--- config.mk ---
export PLATFORM = sky130hd
export DESIGN_NAME = modulo_alimentador_rolhas
export DESIGN_NICKNAME = d
export VERILOG_FILES = /design/src/rtl/modulo_alimentador_rolhas.sv
export SDC_FILE = /design/constraint.sdc
export NUM_CORES = 1
export LEC_CHECK = 0
export CAP_MARGIN = 20
export CORE_ASPECT_RATIO = 0.7
export CORE_UTILIZATION = 52
export CTS_BUF_LIST = sky130_fd_sc_hd__clkbuf_16
export DETAILED_ROUTE_END_ITERATION = 8
export MAX_ROUTING_LAYER = met4
export PLACE_DENSITY = 0.81
export SETUP_SLACK_MARGIN = 0.3
export SLEW_MARGIN = 30
export SYNTH_ARGS = -nofsm -noshare
export SYNTH_HDL_FRONTEND = slang
export SYNTH_SLANG_ARGS = --single-unit
--- constraint.sdc ---
create_clock -name clk -period 2.4 [get_ports clk]
set_clock_uncertainty 0.15 [all_clocks]
set_input_delay 0.6 -clock clk [delete_from_list [all_inputs] [get_ports clk]]
set_output_delay 0.6 -clock clk [all_outputs]
set_load 0.05 [all_outputs]
--- src/rtl/modulo_alimentador_rolhas.sv ---
// Cork supply controller for the sealing stage of the filling/sealing line.
// Tracks magazine stock, reports cork availability (ro) to the filling FSM,
// and runs the refill request/delivery exchange with the external feeder.
// The alarm is raised on a feeder timeout or on a stock underflow.
// Optional build macro ROLHAS_TOTAL_EN adds the total_usadas consumed-cork counter.
module modulo_alimentador_rolhas #(
  parameter int CAPACITY   = 20,
  parameter int LOW_THRESH = 5,
  parameter int TIMEOUT    = 8
) (
  input  logic       clk,
  input  logic       clr_n,
  input  logic       ve,
  input  logic       rolha_in,
  input  logic       fault_clr,
  output logic       ro,
  output logic       req,
  output logic       al_rolhas,
  output logic [4:0] nivel,
  output logic [1:0] estado
`ifdef ROLHAS_TOTAL_EN
  ,
  output logic [7:0] total_usadas
`endif
);

  typedef enum logic [1:0] {
    IDLE   = 2'b00,
    REQ    = 2'b01,
    FAULT  = 2'b10,
    UNUSED = 2'b11
  } state_t;

  localparam logic [4:0] CAP_LVL = 5'(CAPACITY);
  localparam logic [4:0] LOW_LVL = 5'(LOW_THRESH);
  localparam logic [7:0] TO_LAST = 8'(TIMEOUT - 1);

  state_t     state_r, state_s;
  logic [4:0] nivel_r, nivel_s;
  logic [7:0] cnt_r, cnt_s;
  logic       ve_q_r;
  logic       underflow_r, underflow_s;
  logic       cons_s, acc_s, under_evt_s;

  // Stock arithmetic: saturate at capacity, clamp at zero and flag underflow.
  always_comb begin
    cons_s      = ve & ~ve_q_r;
    acc_s       = rolha_in & (state_r != FAULT);
    nivel_s     = nivel_r;
    under_evt_s = 1'b0;
    if (acc_s && cons_s) begin
      nivel_s = nivel_r;
    end else if (acc_s) begin
      if (nivel_r == CAP_LVL) begin
        nivel_s = CAP_LVL;
      end else begin
        nivel_s = nivel_r + 5'd1;
      end
    end else if (cons_s) begin
      if (nivel_r == 5'd0) begin
        nivel_s     = 5'd0;
        under_evt_s = 1'b1;
      end else begin
        nivel_s = nivel_r - 5'd1;
      end
    end else begin
      nivel_s = nivel_r;
    end
  end

  // Sticky underflow flag; a new underflow wins over a simultaneous acknowledge.
  always_comb begin
    underflow_s = underflow_r;
    if (under_evt_s) begin
      underflow_s = 1'b1;
    end else if (fault_clr) begin
      underflow_s = 1'b0;
    end else begin
      underflow_s = underflow_r;
    end
  end

  // Next-state logic and feeder timeout counter.
  always_comb begin
    state_s = state_r;
    cnt_s   = cnt_r;
    case (state_r)
      IDLE: begin
        cnt_s = 8'd0;
        if (nivel_s <= LOW_LVL) begin
          state_s = REQ;
        end else begin
          state_s = IDLE;
        end
      end
      REQ: begin
        if (nivel_s == CAP_LVL) begin
          state_s = IDLE;
          cnt_s   = 8'd0;
        end else if (acc_s) begin
          state_s = REQ;
          cnt_s   = 8'd0;
        end else if (cnt_r == TO_LAST) begin
          state_s = FAULT;
          cnt_s   = 8'd0;
        end else begin
          state_s = REQ;
          cnt_s   = cnt_r + 8'd1;
        end
      end
      FAULT: begin
        cnt_s = 8'd0;
        if (fault_clr) begin
          state_s = IDLE;
        end else begin
          state_s = FAULT;
        end
      end
      default: begin
        state_s = IDLE;
        cnt_s   = 8'd0;
      end
    endcase
  end

  // State, stock, timeout, underflow and edge-detect registers.
  always_ff @(posedge clk or negedge clr_n) begin
    if (!clr_n) begin
      state_r     <= IDLE;
      nivel_r     <= 5'd0;
      cnt_r       <= 8'd0;
      ve_q_r      <= 1'b0;
      underflow_r <= 1'b0;
    end else begin
      state_r     <= state_s;
      nivel_r     <= nivel_s;
      cnt_r       <= cnt_s;
      ve_q_r      <= ve;
      underflow_r <= underflow_s;
    end
  end

`ifdef ROLHAS_TOTAL_EN
  logic [7:0] total_r;

  // Consumed-cork counter; underflow consumptions are not counted.
  always_ff @(posedge clk or negedge clr_n) begin
    if (!clr_n) begin
      total_r <= 8'd0;
    end else if (cons_s && (nivel_r != 5'd0)) begin
      total_r <= total_r + 8'd1;
    end else begin
      total_r <= total_r;
    end
  end

  assign total_usadas = total_r;
`endif

  assign ro        = (nivel_r != 5'd0);
  assign req       = (state_r == REQ);
  assign al_rolhas = (state_r == FAULT) | underflow_r;
  assign nivel     = nivel_r;
  assign estado    = state_r;

endmodule

==> out/qor.csv, run 1 <==
metric,value,unit
status,aborted with a tool error,
Failed at,global routing (5_1_grt),
Error,[ERROR DPL-0033] detailed placement checks failed during check placement.,
std cell rows,12,
yosys warns,0,
TritonCTS buffer count,3,
Cells after Synth,104,
clk buf depth,2,
mean post-synth cell area,9.60,um^2
sequential area share after synthesis,0.426,
number of synthesized register bits,17,
cts hold-fix bufs,0,
Placer Congestion,0.934,
Initial Util,0.588,
Die H,38.7,um
antenna violations before repair,0,
CTS Root Cell,clkbuf_16,
WEP type,register input,
DP HPWL,2.10,mm
Post-synth EDFFs,0,
Post-Syn Nets,113,
post-GRT worst EP,estado[0]$_DFF_PN0_/D,
synth unique cells,42,
Ports,15,
Sink Count,17,
largest net degree at the start of global routing,18,
H-tree Lvls,1,
Post-Syn Area,998,um^2
"FFs w/ async S/R, synth",1.00,
Die Wd,54.4,um
port bufs,14,
"Top FF cell, synth",dfrtp_1,
synthesized netlist by cell type (2+ instances only):
cell	number	area share
a21oi_1	3	0.015
and3_1	3	0.019
dfrtp_1	17	0.43
ha_1	4	0.050
inv_1	5	0.019
nand2_1	8	0.030
nand2b_1	2	0.013
nand3_1	8	0.040
nand4_1	2	0.013
nor2_1	2	0.0075
nor3_1	9	0.045
nor4_1	2	0.013
o211ai_1	2	0.015
o21ai_0	2	0.010
o21ai_1	2	0.010
o22ai_1	3	0.019
xnor2_1	2	0.018
xor2_1	4	0.035
kinds of logic after synthesis:
kind of cell             count (synthesis)  synth area share
AO/OA/AOI/OAI                           20             0.140
AND/OR/NAND/NOR                         50             0.303
adder cells (fa/ha/maj)                  4            0.0501
XOR/XNOR                                 6            0.0526
flip-flops                              17             0.426
buffers and inverters                    7            0.0276
per-stage QoR:
stage / instance area (um^2) / util / worst slack [ps] / setup TNS (ps) / cells
CTS: 1630 / 0.959 / 47.7 / 0 / 168
detailed placement: 1350 / 0.795 / -496 / -4540 / 153
global placement: 1350 / 0.795 / -443 / -3880 / 153
floorplan: 1070 / - / 60.5 / 0 / 104
timing repair:
item                                    4_1_cts
pin swaps                                    10
setup buffers                                11
endpoints found under the setup margin       20
gates resized for setup                      35
cloned                                        0
==> inputs of run 2 (changes only) <==
Settings changed: CORE_AREA from default to 2 2 63 65, CORE_ASPECT_RATIO 0.7 to default, CORE_UTILIZATION 52 to default, CTS_BUF_LIST sky130_fd_sc_hd__clkbuf_16 to default, DIE_AREA from default to 0 0 65 67, MAX_ROUTING_LAYER met4 to default, PLACE_DENSITY 0.81 to default, PLACE_DENSITY_LB_ADDON from default to 0.15, SETUP_SLACK_MARGIN 0.3 to default.
==> out/qor.csv, run 2 <==
metric,value,unit
status,"complete, no violations",
mean post-synth cell area,9.60,um^2
RSZ-0062 raised after global routing,true,
Slew @ Worst Pin,502,ps
Final Critical Period,2340,ps
final instance area,1530,um^2
DP HPWL,2.07,mm
worst setup margin,57.7,ps
share of layout cells above drive strength 1,0.393,
Die Wd,65,um
overall routed net length,2.87,mm
Setup-failing EPs final,0,
startpoint class of the critical path,input port,
port bufs,14,
placed cell area,1390,um^2
core area,3610,um^2
"commonest non-fill, non-tap cells in the layout","buf_4, dfrtp_1, nor3_1",
top routing layer used,met3,
yosys warns,0,
GR Overflow Total,0,
via density per instance,5.00,
largest net degree at the start of global routing,18,
Placer Congestion,0.774,
Met1 Routed Length,1.34,mm
std cell rows,22,
Post-Syn Area,998,um^2
GRT Util Overall,0.138,
"FFs w/ async S/R, synth",1.00,
required time at the worst-slack endpoint,2420,ps
antenna violations before repair,0,
Sink Count,17,
pwr/cell area,1010,nW/um^2
TritonCTS buffer count,3,
Initial DRT Pass Iterations,4,
kind of critical path,input port to flop,
data arrival time of the worst path,2370,ps
routed length on met2,1.42,mm
min-delay worst type,flop to flop,
Ports,15,
TritonCTS clock tree,built,
Post-Syn Nets,113,
Max Cap Viol,0,
synth unique cells,42,
pre-CTS WS,-470,ps
Area contributors post-synth,"dfrtp_1, ha_1, nor3_1, nand3_1, xor2_1",
P_leak,0.664,nW
post-synth top area share,0.426,
"most common cell after layout, fill and taps aside",buf_4,
Final period util,0.976,
"Hold Vio Cnt, Final",0,
cts hold-fix bufs,0,
CTS Root Cell,clkbuf_8,
"Top FF cell, synth",dfrtp_1,
"top cells by count, synth","dfrtp_1, nor3_1, nand2_1, nand3_1, inv_1",
peak supply drop,0.660,mV
cell accounting for the most synthesized area,dfrtp_1,
Pins Over Slew Limit,0,
ANT cells,0,
WL met3,110,um
setup TNS,0,ps
Wirelength per Cell,14.9,um
"count leader, synth",dfrtp_1,
vias in the first global route,961,
clk buf depth,2,
CP max FO,4,
Final Power,1.55,mW
Final nets,155,
Die H,67,um
Rel. slew slack,0.664,
area grow syn2layout,52.8,%
H-tree Lvls,1,
number of synthesized register bits,17,
first-pass GRT wire length,4.64,mm
# DRC,0,
Initial Util,0.277,
Max Fclk,427,MHz
Post-synth EDFFs,0,
vias,965,
CP endpoint kind,flop,
DRT iter0 DRCs,29,
Cells after Synth,104,
Worst-path clk slew,60,ps
die footprint,4360,um^2
Top reg by flops,cnt_r,
ANT nets after route,0,
Largest register FFs,8,
sequential area share after synthesis,0.426,
Clock Latency Late Sink,250,ps
## run 2: area by class of cell
cell class	count	area (um^2)
fill	359	2080
multi-input combinational	80	632
sequential	17	432
timing repair buffer	38	334
tap	48	60.1
clock buffer	4	45.0
inverter	6	22.5
## run 2: where the power goes
part,internal (mW),switching [mW]
Sequential,0.352,0.104
Clock,0.117,0.0895
Combinational,0.390,0.495
## run 2: worst max-delay path, stage by stage
cell and delay (ps):
dlygate4sd2_1 240, and2b_4 180, buf_4 140, nor4_2 290
buf_4 180, o21ai_2 100, or4_4 500, o22ai_2 140
## run 2: cells by family after synthesis
group,share of synthesized area
AND/OR/NAND/NOR,0.303
AO/OA/AOI/OAI,0.140
flip-flops,0.426
buffers and inverters,0.0276
XOR/XNOR,0.0526
adder cells (fa/ha/maj),0.0501
## run 2: layer usage
| metal | GRT usage | vias up |
|---|---|---|
| li1 | - | 471 |
| met1 | 0.188 | 478 |
| met2 | 0.227 | 16 |
| met3 | 0.0389 | 0 |
| met4 | 0.0133 | 0 |
| met5 | 0 | - |
## run 2: worst paths after layout
kind / cells past startpoint / endpoint / slack (ps) / startpoint
worst max-delay path: 8 / estado[0] / 60 / ve
worst min register to register: 1 / cnt_r[0] / 340 / cnt_r[0]
worst max register to register: 7 / estado[0] / 110 / estado[1]
worst min-delay path: 1 / cnt_r[0] / 340 / cnt_r[0]
max in group asynchronous: 2 / nivel[0] / 1360 / clr_n
min in group asynchronous: 2 / cnt_r[2] / 530 / clr_n
## run 2: what timing repair did
action	4_1_cts	5_1_grt
buffers inserted	2	2
setup endpoints to repair	10	10
pin swaps	4	5
resized for setup	9	5
## run 2: metrics by stage
| stage | hold slack (ps) | util | cells |
|---|---|---|---|
| floorplan | 154 | - | 104 |
| global placement | 312 | 0.386 | 185 |
| detailed placement | 312 | 0.386 | 185 |
| CTS | 320 | 0.410 | 191 |
| global route | 351 | 0.423 | 193 |
| finish | 335 | 0.423 | 193 |
(Power assumes the default switching activity.)
